### config.mk
export PLATFORM = sky130hd
export DESIGN_NAME = addsub_pipe
export DESIGN_NICKNAME = d
export VERILOG_FILES = /design/src/rtl/alu_pkg.sv /design/src/rtl/addsub_seg.sv /design/src/rtl/addsub_pipe.sv
export SDC_FILE = /design/constraint.sdc
export NUM_CORES = 1
export LEC_CHECK = 0
export ABC_AREA = 1
export BUFFER_PORTS_ARGS = -buffer_cell sky130_fd_sc_hd__buf_2
export CORE_AREA = 4 4 128 130
export CTS_CLUSTER_SIZE = 28
export DETAILED_ROUTE_END_ITERATION = 16
export DIE_AREA = 0 0 132 134
export PLACE_DENSITY = 0.8
export SETUP_SLACK_MARGIN = 0.15
export SYNTH_ARGS = -nofsm -noshare
export SYNTH_HDL_FRONTEND = slang
export SYNTH_SLANG_ARGS = --single-unit
### constraint.sdc
create_clock -name soc_clk -period 3.7 [get_ports soc_clk]
set_input_delay 0 -clock soc_clk [delete_from_list [all_inputs] [get_ports soc_clk]]
set_output_delay 0 -clock soc_clk [all_outputs]
set_load 0.01 [all_outputs]
### src/rtl/alu_pkg.sv
// alu_pkg: shared ALU types and helpers for the pipelined add/sub unit.
package alu_pkg;

    localparam int ALU_WIDTH = 32;

    typedef enum logic [1:0] {
        ADD  = 2'd0,
        SUB  = 2'd1,
        ADDC = 2'd2,
        SUBB = 2'd3
    } addsub_op_e;

    typedef struct packed {
        logic carry;
        logic overflow;
        logic zero;
        logic neg;
    } addsub_flags_t;

    // Subtracting ops feed the inverted B operand into the adder.
    function automatic logic op_inverts_b(addsub_op_e op);
        return (op == SUB) || (op == SUBB);
    endfunction

    // Carry into bit 0; for SUBB a set cin is a borrow, hence inverted.
    function automatic logic op_carry_in(addsub_op_e op, logic cin);
        case (op)
            ADD:     return 1'b0;
            SUB:     return 1'b1;
            ADDC:    return cin;
            default: return ~cin;
        endcase
    endfunction

    // Only single-word ops may saturate; multi-word chains must wrap.
    function automatic logic op_saturates(addsub_op_e op);
        return (op == ADD) || (op == SUB);
    endfunction

endpackage

### src/rtl/addsub_seg.sv
// addsub_seg: one SEG_W-bit registered slice of the add/sub carry chain.
module addsub_seg #(
    parameter int SEG_W = 8
) (
    input  logic             soc_clk,
    input  logic             reset_n,
    input  logic             en_i,
    input  logic [SEG_W-1:0] a_i,
    input  logic [SEG_W-1:0] b_i,
    input  logic             cin_i,
    output logic [SEG_W-1:0] sum_o,
    output logic             cout_o
);

    logic [SEG_W:0]   total_d;
    logic [SEG_W-1:0] sum_q;
    logic             cout_q;

    assign total_d = {1'b0, a_i} + {1'b0, b_i} + {{SEG_W{1'b0}}, cin_i};

    // Capture the slice sum and its carry-out whenever the pipe advances.
    always_ff @(posedge soc_clk or negedge reset_n) begin
        // NOTE: state is written with <= so every flop samples pre-edge values.
        if (!reset_n) begin
            sum_q  <= '0;
            cout_q <= 1'b0;
        end else if (en_i) begin
            sum_q  <= total_d[SEG_W-1:0];
            cout_q <= total_d[SEG_W];
        end
    end

    assign sum_o  = sum_q;
    assign cout_o = cout_q;

endmodule

### src/rtl/addsub_pipe.sv
// addsub_pipe: pipelined WIDTH-bit add/subtract with valid/ready handshake.
// The carry chain is cut into STAGES slices, one addsub_seg per stage.
// Define ADDSUB_SAT_EN to saturate ADD/SUB results on signed overflow.
module addsub_pipe
    import alu_pkg::*;
#(
    parameter int WIDTH  = ALU_WIDTH,
    parameter int STAGES = 4
) (
    input  logic             soc_clk,
    input  logic             reset_n,
    input  logic             in_valid,
    output logic             in_ready,
    input  logic [WIDTH-1:0] in_a,
    input  logic [WIDTH-1:0] in_b,
    input  logic [1:0]       in_op,
    input  logic             in_cin,
    output logic             out_valid,
    input  logic             out_ready,
    output logic [WIDTH-1:0] out_result,
    output logic             out_carry,
    output logic             out_overflow,
    output logic             out_zero,
    output logic             out_neg
);

    localparam int              SEG_W    = WIDTH / STAGES;
    localparam logic [WIDTH-1:0] SEG_MASK = WIDTH'({SEG_W{1'b1}});

    if ((STAGES < 1) || (WIDTH % STAGES != 0)) begin : g_bad_cfg
        $error("addsub_pipe: WIDTH must be a multiple of STAGES");
    end

    addsub_op_e op;
    logic       advance;

    // Per-stage registers. a_q[k] carries the finished sum slices below
    // slice k and the untouched A slices above it; b_q[k] carries B'.
    logic             valid_q [STAGES];
    logic [WIDTH-1:0] a_q     [STAGES];
    logic [WIDTH-1:0] b_q     [STAGES];

    // Stage inputs; a_d[STAGES] is the fully assembled raw sum.
    logic             valid_d [STAGES];
    logic [WIDTH-1:0] a_d     [STAGES+1];
    logic [WIDTH-1:0] b_d     [STAGES];
    logic             cin_d   [STAGES];

    logic [SEG_W-1:0] seg_sum  [STAGES];
    logic             seg_cout [STAGES];

`ifdef ADDSUB_SAT_EN
    logic plain_q [STAGES];
    logic plain_d [STAGES];
`endif

    assign op       = addsub_op_e'(in_op);
    assign advance  = !out_valid || out_ready;
    assign in_ready = advance;

    assign valid_d[0] = in_valid;
    assign a_d[0]     = in_a;
    assign b_d[0]     = op_inverts_b(op) ? ~in_b : in_b;
    assign cin_d[0]   = op_carry_in(op, in_cin);
`ifdef ADDSUB_SAT_EN
    assign plain_d[0] = op_saturates(op);
`endif

    for (genvar k = 0; k < STAGES; k++) begin : g_stage
        localparam int LSB = k * SEG_W;

        if (k > 0) begin : g_link
            assign valid_d[k] = valid_q[k-1];
            assign b_d[k]     = b_q[k-1];
            assign cin_d[k]   = seg_cout[k-1];
`ifdef ADDSUB_SAT_EN
            assign plain_d[k] = plain_q[k-1];
`endif
        end

        // Replace slice k of the carried word with this stage's sum.
        assign a_d[k+1] = (a_q[k] & ~(SEG_MASK << LSB)) |
                          (WIDTH'(seg_sum[k]) << LSB);

        addsub_seg #(.SEG_W(SEG_W)) u_seg (
            .soc_clk (soc_clk),
            .reset_n (reset_n),
            .en_i    (advance),
            .a_i     (a_d[k][LSB +: SEG_W]),
            .b_i     (b_d[k][LSB +: SEG_W]),
            .cin_i   (cin_d[k]),
            .sum_o   (seg_sum[k]),
            .cout_o  (seg_cout[k])
        );
    end

    // Shift the whole pipe one stage on advance; hold everything on stall.
    always_ff @(posedge soc_clk or negedge reset_n) begin
        // NOTE: data registers are reset as well because the last stage
        // drives the outputs, which must read as zero out of reset.
        if (!reset_n) begin
            for (int k = 0; k < STAGES; k++) begin
                valid_q[k] <= 1'b0;
                a_q[k]     <= '0;
                b_q[k]     <= '0;
`ifdef ADDSUB_SAT_EN
                plain_q[k] <= 1'b0;
`endif
            end
        end else if (advance) begin
            for (int k = 0; k < STAGES; k++) begin
                valid_q[k] <= valid_d[k];
                a_q[k]     <= a_d[k];
                b_q[k]     <= b_d[k];
`ifdef ADDSUB_SAT_EN
                plain_q[k] <= plain_d[k];
`endif
            end
        end
    end

    logic [WIDTH-1:0] raw_sum;
    logic [WIDTH-1:0] result;
    logic             a_msb;
    logic             b_msb;
    addsub_flags_t    flags;
    logic             unused_b_low;

    assign raw_sum      = a_d[STAGES];
    assign a_msb        = a_q[STAGES-1][WIDTH-1];
    assign b_msb        = b_q[STAGES-1][WIDTH-1];
    assign unused_b_low = ^b_q[STAGES-1][WIDTH-2:0];

    // Final-stage flags and optional saturation of the assembled sum.
    always_comb begin
        // NOTE: every output of this block gets a default first, so no latch.
        result         = raw_sum;
        flags.carry    = seg_cout[STAGES-1];
        flags.overflow = (a_msb == b_msb) && (raw_sum[WIDTH-1] != a_msb);
`ifdef ADDSUB_SAT_EN
        if (plain_q[STAGES-1] && flags.overflow) begin
            result = a_msb ? {1'b1, {(WIDTH-1){1'b0}}}
                           : {1'b0, {(WIDTH-1){1'b1}}};
        end
`endif
        flags.zero     = (result == '0);
        flags.neg      = result[WIDTH-1];
    end

    assign out_valid    = valid_q[STAGES-1];
    assign out_result   = result;
    assign out_carry    = flags.carry;
    assign out_overflow = flags.overflow;
    assign out_zero     = flags.zero;
    assign out_neg      = flags.neg;

endmodule
=== Yosys cells after proc, flatten, opt, wreduce, memory -nomap -nowiden ===
Index checks and enable logic that the tools add are counted.

* Register bits after elaboration: 296
* Bits in latches: 0
* Bits in writable memories: 0
* Memory bits (read-only): 0
* Bits of input ports: 71
* Output and inout bits: 38
* Word-level logic and storage cells: 47
* Memories: 0

* $add $sub $neg: 8
* $mul: 0
* Div/mod/pow operators: 0
* Magnitude comparators: 0
* Equal/unequal tests: 5
* Shift-type cells: 0
* Mux-type cells: 2
* Bitwise gates (word level): 6
* Reductions and logical operators: 6

{| class="wikitable"
|+ Operator list
! kind !! count
|-
| 8-bit by 8-bit adder with 9-bit output || 4
|-
| 9-bit by 1-bit adder with 9-bit output || 4
|-
| 32-bit logical NOT || 1
|-
| 32-bit two-way mux || 1
|-
| 32-bit inverter || 1
|-
| 24-bit by 32-bit bitwise OR with 32-bit output || 1
|-
| 32-bit by 16-bit bitwise OR with 32-bit output || 1
|-
| 32-bit by 24-bit bitwise OR with 32-bit output || 1
|-
| 32-bit by 8-bit bitwise OR with 32-bit output || 1
|-
| 2-bit equality test (second input constant) || 2
|-
| 1-bit one-hot mux with 3 select lines || 1
|-
| 2-bit by 1-bit equality test with 1-bit output (second input constant) || 1
|-
| 2-bit logical NOT || 1
|-
| 1-bit logical OR || 2
|-
| 1-bit equality test || 1
|-
| 1-bit logical AND || 1
|-
| 1-bit logical NOT || 1
|-
| 1-bit != test || 1
|-
| 1-bit inverter || 1
|}

=== Logic depth before layout (Yosys ltp) ===
Gate-level depths: netlist of run 1.

* Word-level depth: 5
* Depth in mapped cells: 15
* Gate-level depth less buffers: 14

=== Hierarchy ===
A second synthesis of run 1 with hierarchy kept.

* Cell total of the unflattened synthesis: 1059
* Area, all modules: 9475.3 um^2

{| class="wikitable"
|+ Modules (own cells, without submodules)
! module !! instances !! cells an instance !! area an instance (um^2) !! sequential area each (um^2)
|-
| addsub_pipe || 1 || 684 || 6611.3 || 3753.6
|-
| addsub_seg (g_stage[0].u_seg ...) || 3 || 95 || 729.4 || 225.2
|-
| addsub_seg (g_stage[3].u_seg) || 1 || 90 || 675.6 || 225.2
|}

=== Worst setup path after synthesis of run 1 ===
No wires, ideal clock.

* Path type: input-to-reg
* From: in in_op[0]
* To: reg g_stage[0].u_seg.sum_q[6]
* Library setup time: 0.117 ns
* Arrival: 1.633 ns
* Required time: 3.583 ns
* Path slack: 1.949 ns
* Stages on the path: 14
* Path buffers: 2
* Path through: buf_2 buf_4 xor2_1 fa_1 inv_1 fa_1 inv_1 nand2_1 nand2_1 nand3b_1 nand2_1 nand2_1 nand3_1 nand2_1

* Longest elaborated chain between the ends: 5
* Elaborated cells on any way between the ends: 9
* Classes of those cells: add/sub: 2; eq/ne: 3; mux: 2; reduce/logical: 2

{| class="wikitable"
|+ Ends and longest elaborated chain
! what !! line !! text
|-
| start, declared || addsub_pipe.sv:16 || <nowiki>input logic [1:0] in_op,</nowiki>
|-
| 2-bit by 1-bit equality test with 1-bit output / 2-bit equality test (equally long branches) || alu_pkg.sv:22, alu_pkg.sv:27 ||
|-
| 1-bit logical OR || alu_pkg.sv:22 || <nowiki>return (op == SUB) || (op == SUBB);</nowiki>
|-
| 32-bit two-way mux || addsub_pipe.sv:63 || <nowiki>assign b_d[0] = op_inverts_b(op) ? ~in_b : in_b;</nowiki>
|-
| 8-bit by 8-bit adder with 9-bit output || addsub_seg.sv:19 || <nowiki>assign total_d = {1'b0, a_i} + {1'b0, b_i} + {{SEG_W{1'b0}}, cin_i};</nowiki>
|-
| 9-bit by 1-bit adder with 9-bit output (*) || addsub_seg.sv:19 ||
|-
| end signal, assigned || addsub_seg.sv:28 || <nowiki>sum_q <= total_d[SEG_W-1:0];</nowiki>
|-
| end, declared || addsub_seg.sv:16 || <nowiki>logic [SEG_W-1:0] sum_q;</nowiki>
|}

Mark *: on every way between the ends. The rest lies on a longest branch, timed or not.
A chain may end at the register's enable or synchronous reset.

=== Worst setup path after layout of run 1 ===
* From: reg valid_q, in the netlist out_valid
* To: reg a_q[111] in the netlist's numbering

* Longest elaborated chain between the ends: 2

{| class="wikitable"
|+ Ends and longest elaborated chain
! what !! line !! text
|-
| start, declared || addsub_pipe.sv:39 || <nowiki>logic valid_q [STAGES];</nowiki>
|-
| start signal, assigned by index || addsub_pipe.sv:112 || <nowiki>valid_q[k] <= valid_d[k];</nowiki>
|-
| 1-bit logical NOT || addsub_pipe.sv:58 || <nowiki>assign advance = !out_valid || out_ready;</nowiki>
|-
| 1-bit logical OR || addsub_pipe.sv:58 ||
|-
| end signal, assigned by index || addsub_pipe.sv:113 || <nowiki>a_q[k] <= a_d[k];</nowiki>
|-
| end, declared || addsub_pipe.sv:40 || <nowiki>logic [WIDTH-1:0] a_q [STAGES];</nowiki>
|}

Every way passes these cells.

==> results of run 1 <==
==> sequential cells by signal, summed over array words and instances (netlist names) <==
signal,count
valid_d,3
g_stage.u_seg.sum_o,32
b_d,48
a_msb,1
out_valid,1
g_stage.u_seg.cout_o,4
b_msb,1
a_q,96
==> metal layers <==
metal,vias up,part of all wire [%]
li1,3475,-
met1,3201,46
met2,201,46
met3,27,5.2
met4,0,2.0
met5,-,0
==> final cells by class <==
class	count	area [um2]
clock buffers	24	501.7
clock inverters	6	87.58
fillers	1146	4614
inverters	87	329.1
multi-input cells	696	3466
flip-flops and latches	186	4654
well taps	188	235.2
repair buffers	179	1257
==> repair_timing <==
item	CTS	global route
hold buffers	65	0
buffers inserted	0	0
gates resized for setup	0	0
hold endpoints to repair	188	0
==> worst max-delay path, cell delays in order, from the launching register on <==
cell and delay, ns:
dfrtp_1 0.34, inv_1 0.06, nor2_4 0.40, inv_4 0.49, nand2_1 0.17, nand2_1 0.07, dlygate4sd3_1 0.55
==> through the flow <==
stage / utilization (%) / setup slack, ns / cells / hold WS (ns) / power (mW)
global route: 69.53 / 1.265 / 1366 / 0.05777 / 9.280
global placement: 61.35 / 1.760 / 1271 / 0.1926 / 6.448
detailed placement: 61.35 / 1.696 / 1271 / 0.1970 / 6.595
CTS: 69.53 / 1.474 / 1366 / 0.009882 / 8.544
floorplan: - / 1.949 / 1045 / -0.2956 / 5.956
finish: 69.53 / 1.476 / 1366 / 0.01386 / 8.512
==> layout by cell type (no fill, tap or decap), drive strengths merged <==
master	instances
fa	8
dfrtp	186
clkinv	1
bufinv	2
a21oi	18
xor2	9
nand4	2
a211oi	4
or2	6
nor4	4
buf	113
inv	87
o22ai	3
clkinvlp	3
dlygate4sd3	65
nand3	31
o21ai	100
nor2	32
clkbuf	25
ha	28
nand3b	13
nand2	409
and2	3
xnor2	26
==> power by group through the flow <==
stage               Sequential, mW  Combinational [mW]  Clock [mW]
global route                  3.62                3.75        1.91
global placement              3.50                2.94           0
CTS                           3.50                3.21        1.83
detailed placement            3.53                3.06           0
floorplan                     3.35                2.61           0
finish                        3.51                3.20        1.80
==> logic make-up after synthesis <==
| logic type | Yosys count |
|---|---|
| buffers and inverters | 163 |
| xor gates and xnor gates | 35 |
| adders and majority gates | 36 |
| DFF | 186 |
| and+or+nand+nor | 500 |
| AOI/OAI and AO/OA | 125 |
==> worst min-delay path by stage <==
| stage | endpoint | slack (ns) | cells after the start |
|---|---|---|---|
| 5_1_grt | g_stage[0].u_seg.cout_o | 0.06 | 4 |
| 2_1_floorplan | a_msb | -0.30 | 0 |
| 6_report | g_stage[0].u_seg.sum_o[1] | 0.01 | 4 |
| 3_3_place_gp | a_q[124] | 0.19 | 3 |
| 4_1_cts | g_stage[0].u_seg.sum_o[1] | 0.01 | 4 |
| 3_5_place_dp | a_q[109] | 0.20 | 3 |
==> results.md, run 1 <==
* Outcome: completed
* Fin. Hold Viols at 0
* Worst EP required at about 4.0 ns
* Drt total wl at 18.22 mm
* Count leader, synth: nand2_1
* R2R depth at 6
* Crit-path max FO at between 100 and 150
* Mux cell area share after synthesis at 0%
* Switching Power at 3.218 mW
* Compound-cell area share of the yosys netlist at 7.123%
* Synth Area in Simple Gates at between 20% and 30%
* Synthesized flop and latch total at 186
* WP data arrival at 2.54 ns
* Total GRT Usage at between 20% and 30%
* Sequential power share at between 40% and 50%
* FF-to-FF setup slack at 1.48 ns
* Port Buf Inserts at between 100 and 150
* Yosys cell types at 27
* Clock transition at path regs at roughly 0.06 ns
* Number of remaining DRC errors at 0
* Asr flop ratio synth at 100.0%
* Most Used Layer, Global Route: met2
* Post-Synth Adder-Cell Area at 5.687%
* Dpl hpwl at 11.47 mm
* Die Ht at 134 um
* Post-route cell area at between 10,000 and 15,000 um2
* Die Width at 132 um
* Root Driver: clkbuf_16
* Placed Area at 9291 um2
* Layout Nets at 1,274
* Initial antenna violation count at 0
* Ys Warns at 0
* Standard-cell rows at 45
* Worst Max-Slew Pin Slew at between 1 and 1.5 ns
* Post-Synthesis Net Count at 1,152
* Global Route met2 Usage at 34.12%
* Worst min-delay path category: input pin to register
* Slew headroom at 30.71%
* Comb power frac at between 30% and 40%
* Clk buf depth at 2
* Sink Count at between 150 and 200
* Routability cong. at 0.8456
* Worst Setup Path Type: register to register
* Vias in the first global route at 6,616
* PwrDens at 808.2 nW/um2
* Critical Path Start: out_valid
* TritonCTS Buffers at 17
* Max-Cap Viols at 0
* Syn_area_per_cell at 8.590 um2
* Largest net degree at the start of global routing at ~140
* Wirelength per Cell at 13.34 um
* GR met3 Demand/Resource at around 4.1%
* Cells after synthesis at 1,045
* DR vias at 6,904
* Post-route clock period utilization at 60.10%
* Cell Area, Synth at 8976 um2
* Clock power share at 21.2%
* Layout cells sized above 1 at 12.48%
* Reg-to-Reg Start: out_valid
* Sw frac at between 30% and 40%
* TNS Setup at 0 ns
* Die ar. at about 18,000 um2
* GR Layer Usage met1 at 31.46%
* XOR/XNOR Fraction of Synth Area at 3.415%
* Max-slew violation count at 0
* Synth top area cells: dfrtp_1 52%, nand2_1 17%, o21ai_0 5.4%, ha_1 3.9%, inv_1 3.6%
* Register area share after synthesis at 51.85%
* Area leader, netlist: dfrtp_1
* HP Start: in_a[1]
* RSZ-0062 raised after global routing: false
* Overflow after GRT at 0
* N_diodes at 0
* FMAX at 449.7 MHz
* EDFF count, synth at 0
* TritonCTS clock tree: yes
* Share of the synthesized area in the top cell type at 51.85%
* Critical path destination: a_q[111]
* IR drop worst, VDD at 0.4756 mV
* Top_reg_cell synth: dfrtp_1
* Final setup vio count at 0
* Area growth syn-to-layout at 17.33%
* Leak pwr at 5.481 nW
* Critical path launch point type: register
* H-tree level count at 4
* Most common library cells after synthesis: 409 x nand2_1, 186 x dfrtp_1, 96 x o21ai_0, 86 x inv_1, 35 x buf_4
* Core Box Area at 15,150 um2
* Skew-Pair Late Insertion Delay at 0.43 ns
* IO Pins at 109
* CP endpoint kind: register
* Layout Skew at a little under 0.008 ns
* FF-to-FF End: a_q[111]
* Largest family of logic cells by synthesized area: simple AND/OR/NAND/NOR gates
* First-pass GRT wire length at 31.71 mm
* Initial core utilization at 59.26%
* Internal at 5.293 mW
* Final ANT Viol Nets at 0
* Vias per inst at 5.054
* DRT Pass-1 Iters at 5
* First DRT Iteration DRCs at 605
* Fin crit period at 2.224 ns
Power figures use the tool's default switching activity.
==> run 2: changes to the inputs <==
- ABC_AREA: 1 -> 0
- CORE_AREA: 4 4 128 130 -> 4 4 136 138
- DIE_AREA: 0 0 132 134 -> 0 0 140 142
- PLACE_DENSITY: 0.8 -> 0.75
- clock period: 3.7 -> 1.8 ns (I/O delays scaled with it)
==> results.md, run 2 <==
* Internal at 12.41 mW
* CP bufs+invs at 2
* Share of the synthesized area in the top cell type at 51.60%
* Top_reg_cell synth: dfrtp_1
* Place WS at -0.2338 ns
* Fin. Hold Viols at 1
* First-pass GRT wire length at 35.00 mm
* Max-Cap Viols at 0
* IO Pins at roughly 110
* Number of remaining DRC errors at 0
* Fin crit period at 2.096 ns
* Biggest register: a_q
* Skew-Pair Late Insertion Delay at ~0.43 ns
* N_diodes at 0
* Largest net degree at the start of global routing at 58
* DR vias at 7,313
* Final ANT Viol Nets at 0
* Critical Path Start: a_q[56]
* Most common cell after layout, fill and taps aside: nand2_1
* Area growth syn-to-layout at 27.33%
* Sw frac at 38.39%
* Standard-cell rows at 48
* Synthesized flop and latch total at between 150 and 200
* Synth top area cells: dfrtp_1 52%, nand2_1 17%, ha_1 3.9%, buf_4 2.7%, o21ai_0 2.6%
* Layout Nets at 1,264
* Comb power frac at 43.9%
* Family with the most delay on the worst path: compound AO/OA/AOI/OAI gates
* Hold path depth at 4
* H-tree level count at 4
* IR drop worst, VDD at 1.022 mV
* Leak pwr at 5.717 nW
* Drt total wl at 22.01 mm
* Layout cells sized above 1 at 21.97%
* Vias per inst at between 5 and 6
* Core Box Area at 17,180 um2
* CP max stage cell: dfrtp_1
* HP Start: in_a[0]
* Worst Setup Path Type: register to register
* Vias in the first global route at a little over 7k
* Finished Layout Cells at around 1.4k
* Dpl hpwl at about 14 mm
* Register area share after synthesis at 51.60%
* Post-route clock period utilization at 116.5%
* RSZ-0062 raised after global routing: true
* Outcome: finished with violations
* CP endpoint kind: register
* Worst Max-Slew Pin Slew at 0.4748 ns
* Reg-to-Reg Start: a_q[56]
* Routability cong. at between 0.8 and 0.9
* CP max stage delay at 0.38 ns
* Sink Count at 186
* Sequential power share at a little under two fifths
* TNS Setup at -1.947 ns
* TritonCTS clock tree: yes
* Max-slew violation count at 0
* Ys Warns at 0
* Slew headroom at 68.08%
* Port Buf Inserts at 108
* Wirelength per Cell at 15.78 um
* Total GRT Usage at 21.74%
* Count leader, synth: nand2_1
* Clock transition at path regs at 0.07 ns
* Initial antenna violation count at 0
* Max FFs per register at 96
* WP data arrival at 2.42 ns
* Die Width at 140 um
* Die Ht at 142 um
* Crit-path max FO at 2
* Worst min-delay path category: input pin to register
* Area leader, netlist: dfrtp_1
* First DRT Iteration DRCs at 562
* Clock power share at 19.2%
* PwrDens at 1754 nW/um2
* Clk buf depth at 2
* Cell Area, Synth at 9020 um2
* Layout Skew at ~0.0069 ns
* Most common library cells after synthesis: 413 x nand2_1, 186 x dfrtp_1, 47 x o21ai_0, 40 x buf_2, 33 x buf_4
* Commonest non-fill, non-tap cells in the layout: 413 x nand2_1, 183 x dfrtp_1, 107 x buf_2
* Placed Instances at between 1k and 1.5k
* Crit path cell chain: inv_2 -> fa_2 -> inv_2 -> fa_2 -> a211oi_2 -> nor2_1 -> o31a_1 -> o31a_1
* EDFF count, synth at 0
* TritonCTS Buffers at 17
* Critical path launch point type: register
* Placed Area at a little under 10,000 um2
* FMAX at 477.0 MHz
* Final setup vio count at 12
* Cells after synthesis at a little under 1k
* Filler cells at 1,338
* Overall Power at 20.14 mW
* Post-route cell area at 11,480 um2
* Yosys cell types at between 40 and 50
* Root Driver: clkbuf_16
* Die ar. at 19,880 um2
* DRT Pass-1 Iters at 5
* Post-Synthesis Net Count at 1,097
* Overflow after GRT at 0
* Minimum hold slack at -0.006758 ns
* Asr flop ratio synth at 100.0%
* Failing checks: negative hold slack, negative setup slack
* Syn_area_per_cell at 9.111 um2
* Switching Power at between 7 and 8 mW
* Initial core utilization at 52.51%
* Worst EP required at 2.12 ns
* Worst path depth at 8
* Final Util at 66.86%
* R2R depth at 8
* Final WS setup at -0.2963 ns
[run 2: repair_timing]
item,4_1_cts,5_1_grt
hold buffers,50,0
buffers inserted,7,17
pin swaps,8,24
setup endpoints to repair,18,79
resized for setup,25,42
cloned,3,2
endpoints found under the hold margin,235,0
[run 2: worst paths after layout]
| check | to | slack (ns) |
|---|---|---|
| hold reg to reg | a_q[42] | 0.46 |
| setup reg to reg | g_stage[3].u_seg.cout_o | -0.30 |
| max in group asynchronous | a_q[16] | 1.05 |
| hold / removal | g_stage[0].u_seg.sum_o[0] | -0.007 |
| min in group asynchronous | b_d[82] | 0.08 |
| setup / recovery | g_stage[3].u_seg.cout_o | -0.30 |
[run 2: area by class of cell]
type                       instances  area (um2)  share of cell area [%]
inverter                          19       97.59                  0.8498
sequential                       186        4658                   40.56
timing repair buffer             227        1817                   15.82
timing repair inverter             1       11.26                 0.09805
tap                              225       281.5                   2.451
clock buffer                      19       442.9                   3.857
clock inverter                    13       166.4                   1.449
multi-input combinational        705        4010                   34.92
[run 2: worst reg2reg max path, stage by stage, from the launching register on]
cell and delay [ns]:
dfrtp_1 0.38, inv_2 0.08, fa_2 0.22, inv_2 0.04, fa_2 0.35, a211oi_2 0.26, nor2_1 0.10, o31a_1 0.28
o31a_1 0.28
[run 2: power by group through the flow]
stage / logic, mW / clock network (mW) / registers [mW]
after floorplan: 5.69 / 0 / 6.97
after global placement: 7.06 / 0 / 7.32
after detailed placement: 7.26 / 0 / 7.38
after CTS: 8.05 / 3.90 / 7.38
after global routing: 9.77 / 4.09 / 7.66
final: 8.84 / 3.87 / 7.43
[run 2: per-layer routing]
| layer | part of all wire, % | track usage (%) |
|---|---|---|
| met3 | 5.4 | 4.805 |
| met4 | 1.2 | 5.711 |
| met5 | 0 | 0 |
| met2 | 49 | 35.38 |
| met1 | 44 | 29.97 |
[run 2: logic make-up (layout without fill, tap and decap cells)]
logic type | Yosys count | count (layout) | share of synthesized area (%)
AO/OA/AOI/OAI | 129 | 129 | 9.502
XOR/XNOR | 37 | 37 | 3.593
adder cells (fa/ha/maj) | 36 | 36 | 5.660
buffers and inverters | 99 | 279 | 6.256
flip-flops | 186 | 186 | 51.60
multiplexers | 3 | 3 | 0.3329
AND/OR/NAND/NOR | 500 | 500 | 23.05
==> run 3: changes to the inputs <==
- clock period: 1.8 -> 1.71 ns (I/O delays scaled with it)
==> results.md, run 3 (synthesis gave the netlist of run 2 again) <==
* Total GRT Usage at between 20% and 30%
* Clock power share at 17.3%
* Core Box Area at 17,180 um2
* Biggest register: a_q
* Die ar. at 19,880 um2
* Clock transition at path regs at 0.07 ns
* FMAX at 451.7 MHz
* Post-route clock period utilization at 129.5%
* Placed Area at about 10000 um2
* First-pass GRT wire length at 35.27 mm
* DRT Pass-1 Iters at 5
* Slew headroom at 64.15%
* Initial core utilization at 52.51%
* Post-route cell area at between 10,000 and 15,000 um2
* Layout Nets at 1,280
* Place WS at -0.3284 ns
* Die Ht at about 140 um
* Number of remaining DRC errors at 0
* Skew-Pair Late Insertion Delay at ~0.44 ns
* Sequential power share at a little under two fifths
* Final WS setup at -0.5037 ns
* Layout cells sized above 1 at 23.38%
* Max-Cap Viols at 0
* Root Driver: clkbuf_16
* Overflow after GRT at 0
* Final setup vio count at 14
* TritonCTS clock tree: yes
* Switching Power at 8.143 mW
* Layout Skew at between 0.008 and 0.009 ns
* Vias per inst at 5.199
* Drt total wl at 21.61 mm
* Area growth syn-to-layout at 27.16%
* Max-slew violation count at 0
* Max FFs per register at 96
* IR drop worst, VDD at 0.9926 mV
* First DRT Iteration DRCs at around 400
* DR vias at ~7.3k
* Critical path launch point type: register
* Initial antenna violation count at 0
* WP data arrival at 2.52 ns
* Die Width at approximately 140 um
* Standard-cell rows at 48
* N_diodes at 0
* Dpl hpwl at about 14 mm
* TNS Setup at -2.718 ns
* Minimum hold slack at around 0.036 ns
* Vias in the first global route at just over 7k
* IO Pins at 109
* Comb power frac at 45.5%
* Sw frac at 38.82%
* Port Buf Inserts at 108
* Worst min-delay path category: input pin to register
* Sink Count at 186
* CP endpoint kind: register
* Most common cell after layout, fill and taps aside: nand2_1
* PwrDens at 1829 nW/um2
* TritonCTS Buffers at 17
* Worst EP required at 2.02 ns
* Worst Setup Path Type: register to register
* Outcome: finished with violations
* Clk buf depth at 2
* Fin crit period at approximately 2.2 ns
* Fin. Hold Viols at 0
* Crit-path max FO at 2
* Internal at 12.84 mW
* Filler cells at 1,342
* Worst Max-Slew Pin Slew at 0.5377 ns
* Routability cong. at 0.8529
* H-tree level count at 4
* Leak pwr at 5.709 nW
* Largest net degree at the start of global routing at 63
* Wirelength per Cell at 15.33 um
* Failing checks: negative setup slack
* Final ANT Viol Nets at 0
* Commonest non-fill, non-tap cells in the layout: 413 x nand2_1, 184 x dfrtp_1, 106 x buf_2
* RSZ-0062 raised after global routing: true
==> run 3: power groups by stage <==
stage	Sequential [mW]	Clock, mW	Combinational [mW]
global route	8.06	3.85	10.6
floorplan	7.35	0	6.11
finish	7.80	3.63	9.55
global placement	7.70	0	7.68
detailed placement	7.77	0	7.96
CTS	7.75	3.66	8.69
==> run 3: routing by layer <==
metal | vias up | GRT usage [%] | wire, um
met1 | 3517 | 29.95 | 9431
met2 | 191 | 35.93 | 10700
li1 | 3594 | - | -
met4 | 0 | 6.272 | 340
met3 | 29 | 4.066 | 1132
met5 | - | 0 | 0
==> run 3: final cells by class <==
type	instances	area, um2	area share (%)
Sequential cell	186	4657	40.60
Tap cell	225	281.5	2.454
Clock buffer	19	452.9	3.949
Timing Repair Buffer	244	1844	16.08
Inverter	19	73.82	0.6436
Multi-Input combinational cell	705	4084	35.61
Clock inverter	12	76.32	0.6654
==> run 3: per-stage QoR <==
stage	power, mW	util (%)	cells
detailed placement	15.72	57.83	1299
finish	20.98	66.78	1410
global placement	15.38	57.83	1299
global route	22.49	66.78	1410
CTS	20.10	65.25	1395
floorplan	13.45	-	990
==> run 3: timing repair <==
| item | 4_1_cts | 5_1_grt |
|---|---|---|
| hold endpoints to repair | 198 | 0 |
| hold buffers | 51 | 0 |
| buffers inserted | 14 | 15 |
| resized for setup | 31 | 30 |
| setup endpoints to repair | 101 | 30 |
| pin swaps | 14 | 19 |
==> run 3: worst paths after layout <==
path,startpoint,slack [ns],cells past startpoint,end
min in group asynchronous,reset_n,0.11,2,b_d[81]
hold reg to reg,valid_d[0],0.46,2,valid_d[0]
hold / removal,in_a[7],0.04,4,g_stage[0].u_seg.cout_o
max in group asynchronous,reset_n,0.95,3,b_d[91]
setup reg to reg,a_q[56],-0.50,9,g_stage[3].u_seg.sum_o[6]
setup / recovery,a_q[56],-0.50,9,g_stage[3].u_seg.sum_o[6]
==> run 3: worst max-delay path, cell delays in order, from the launching register on <==
cell and delay [ns]:
dfrtp_1 0.39, inv_2 0.07, fa_2 0.24, inv_2 0.05, fa_2 0.36, a211oi_2 0.27
buf_4 0.17, o21bai_1 0.07, a211oi_1 0.34, o31ai_1 0.14
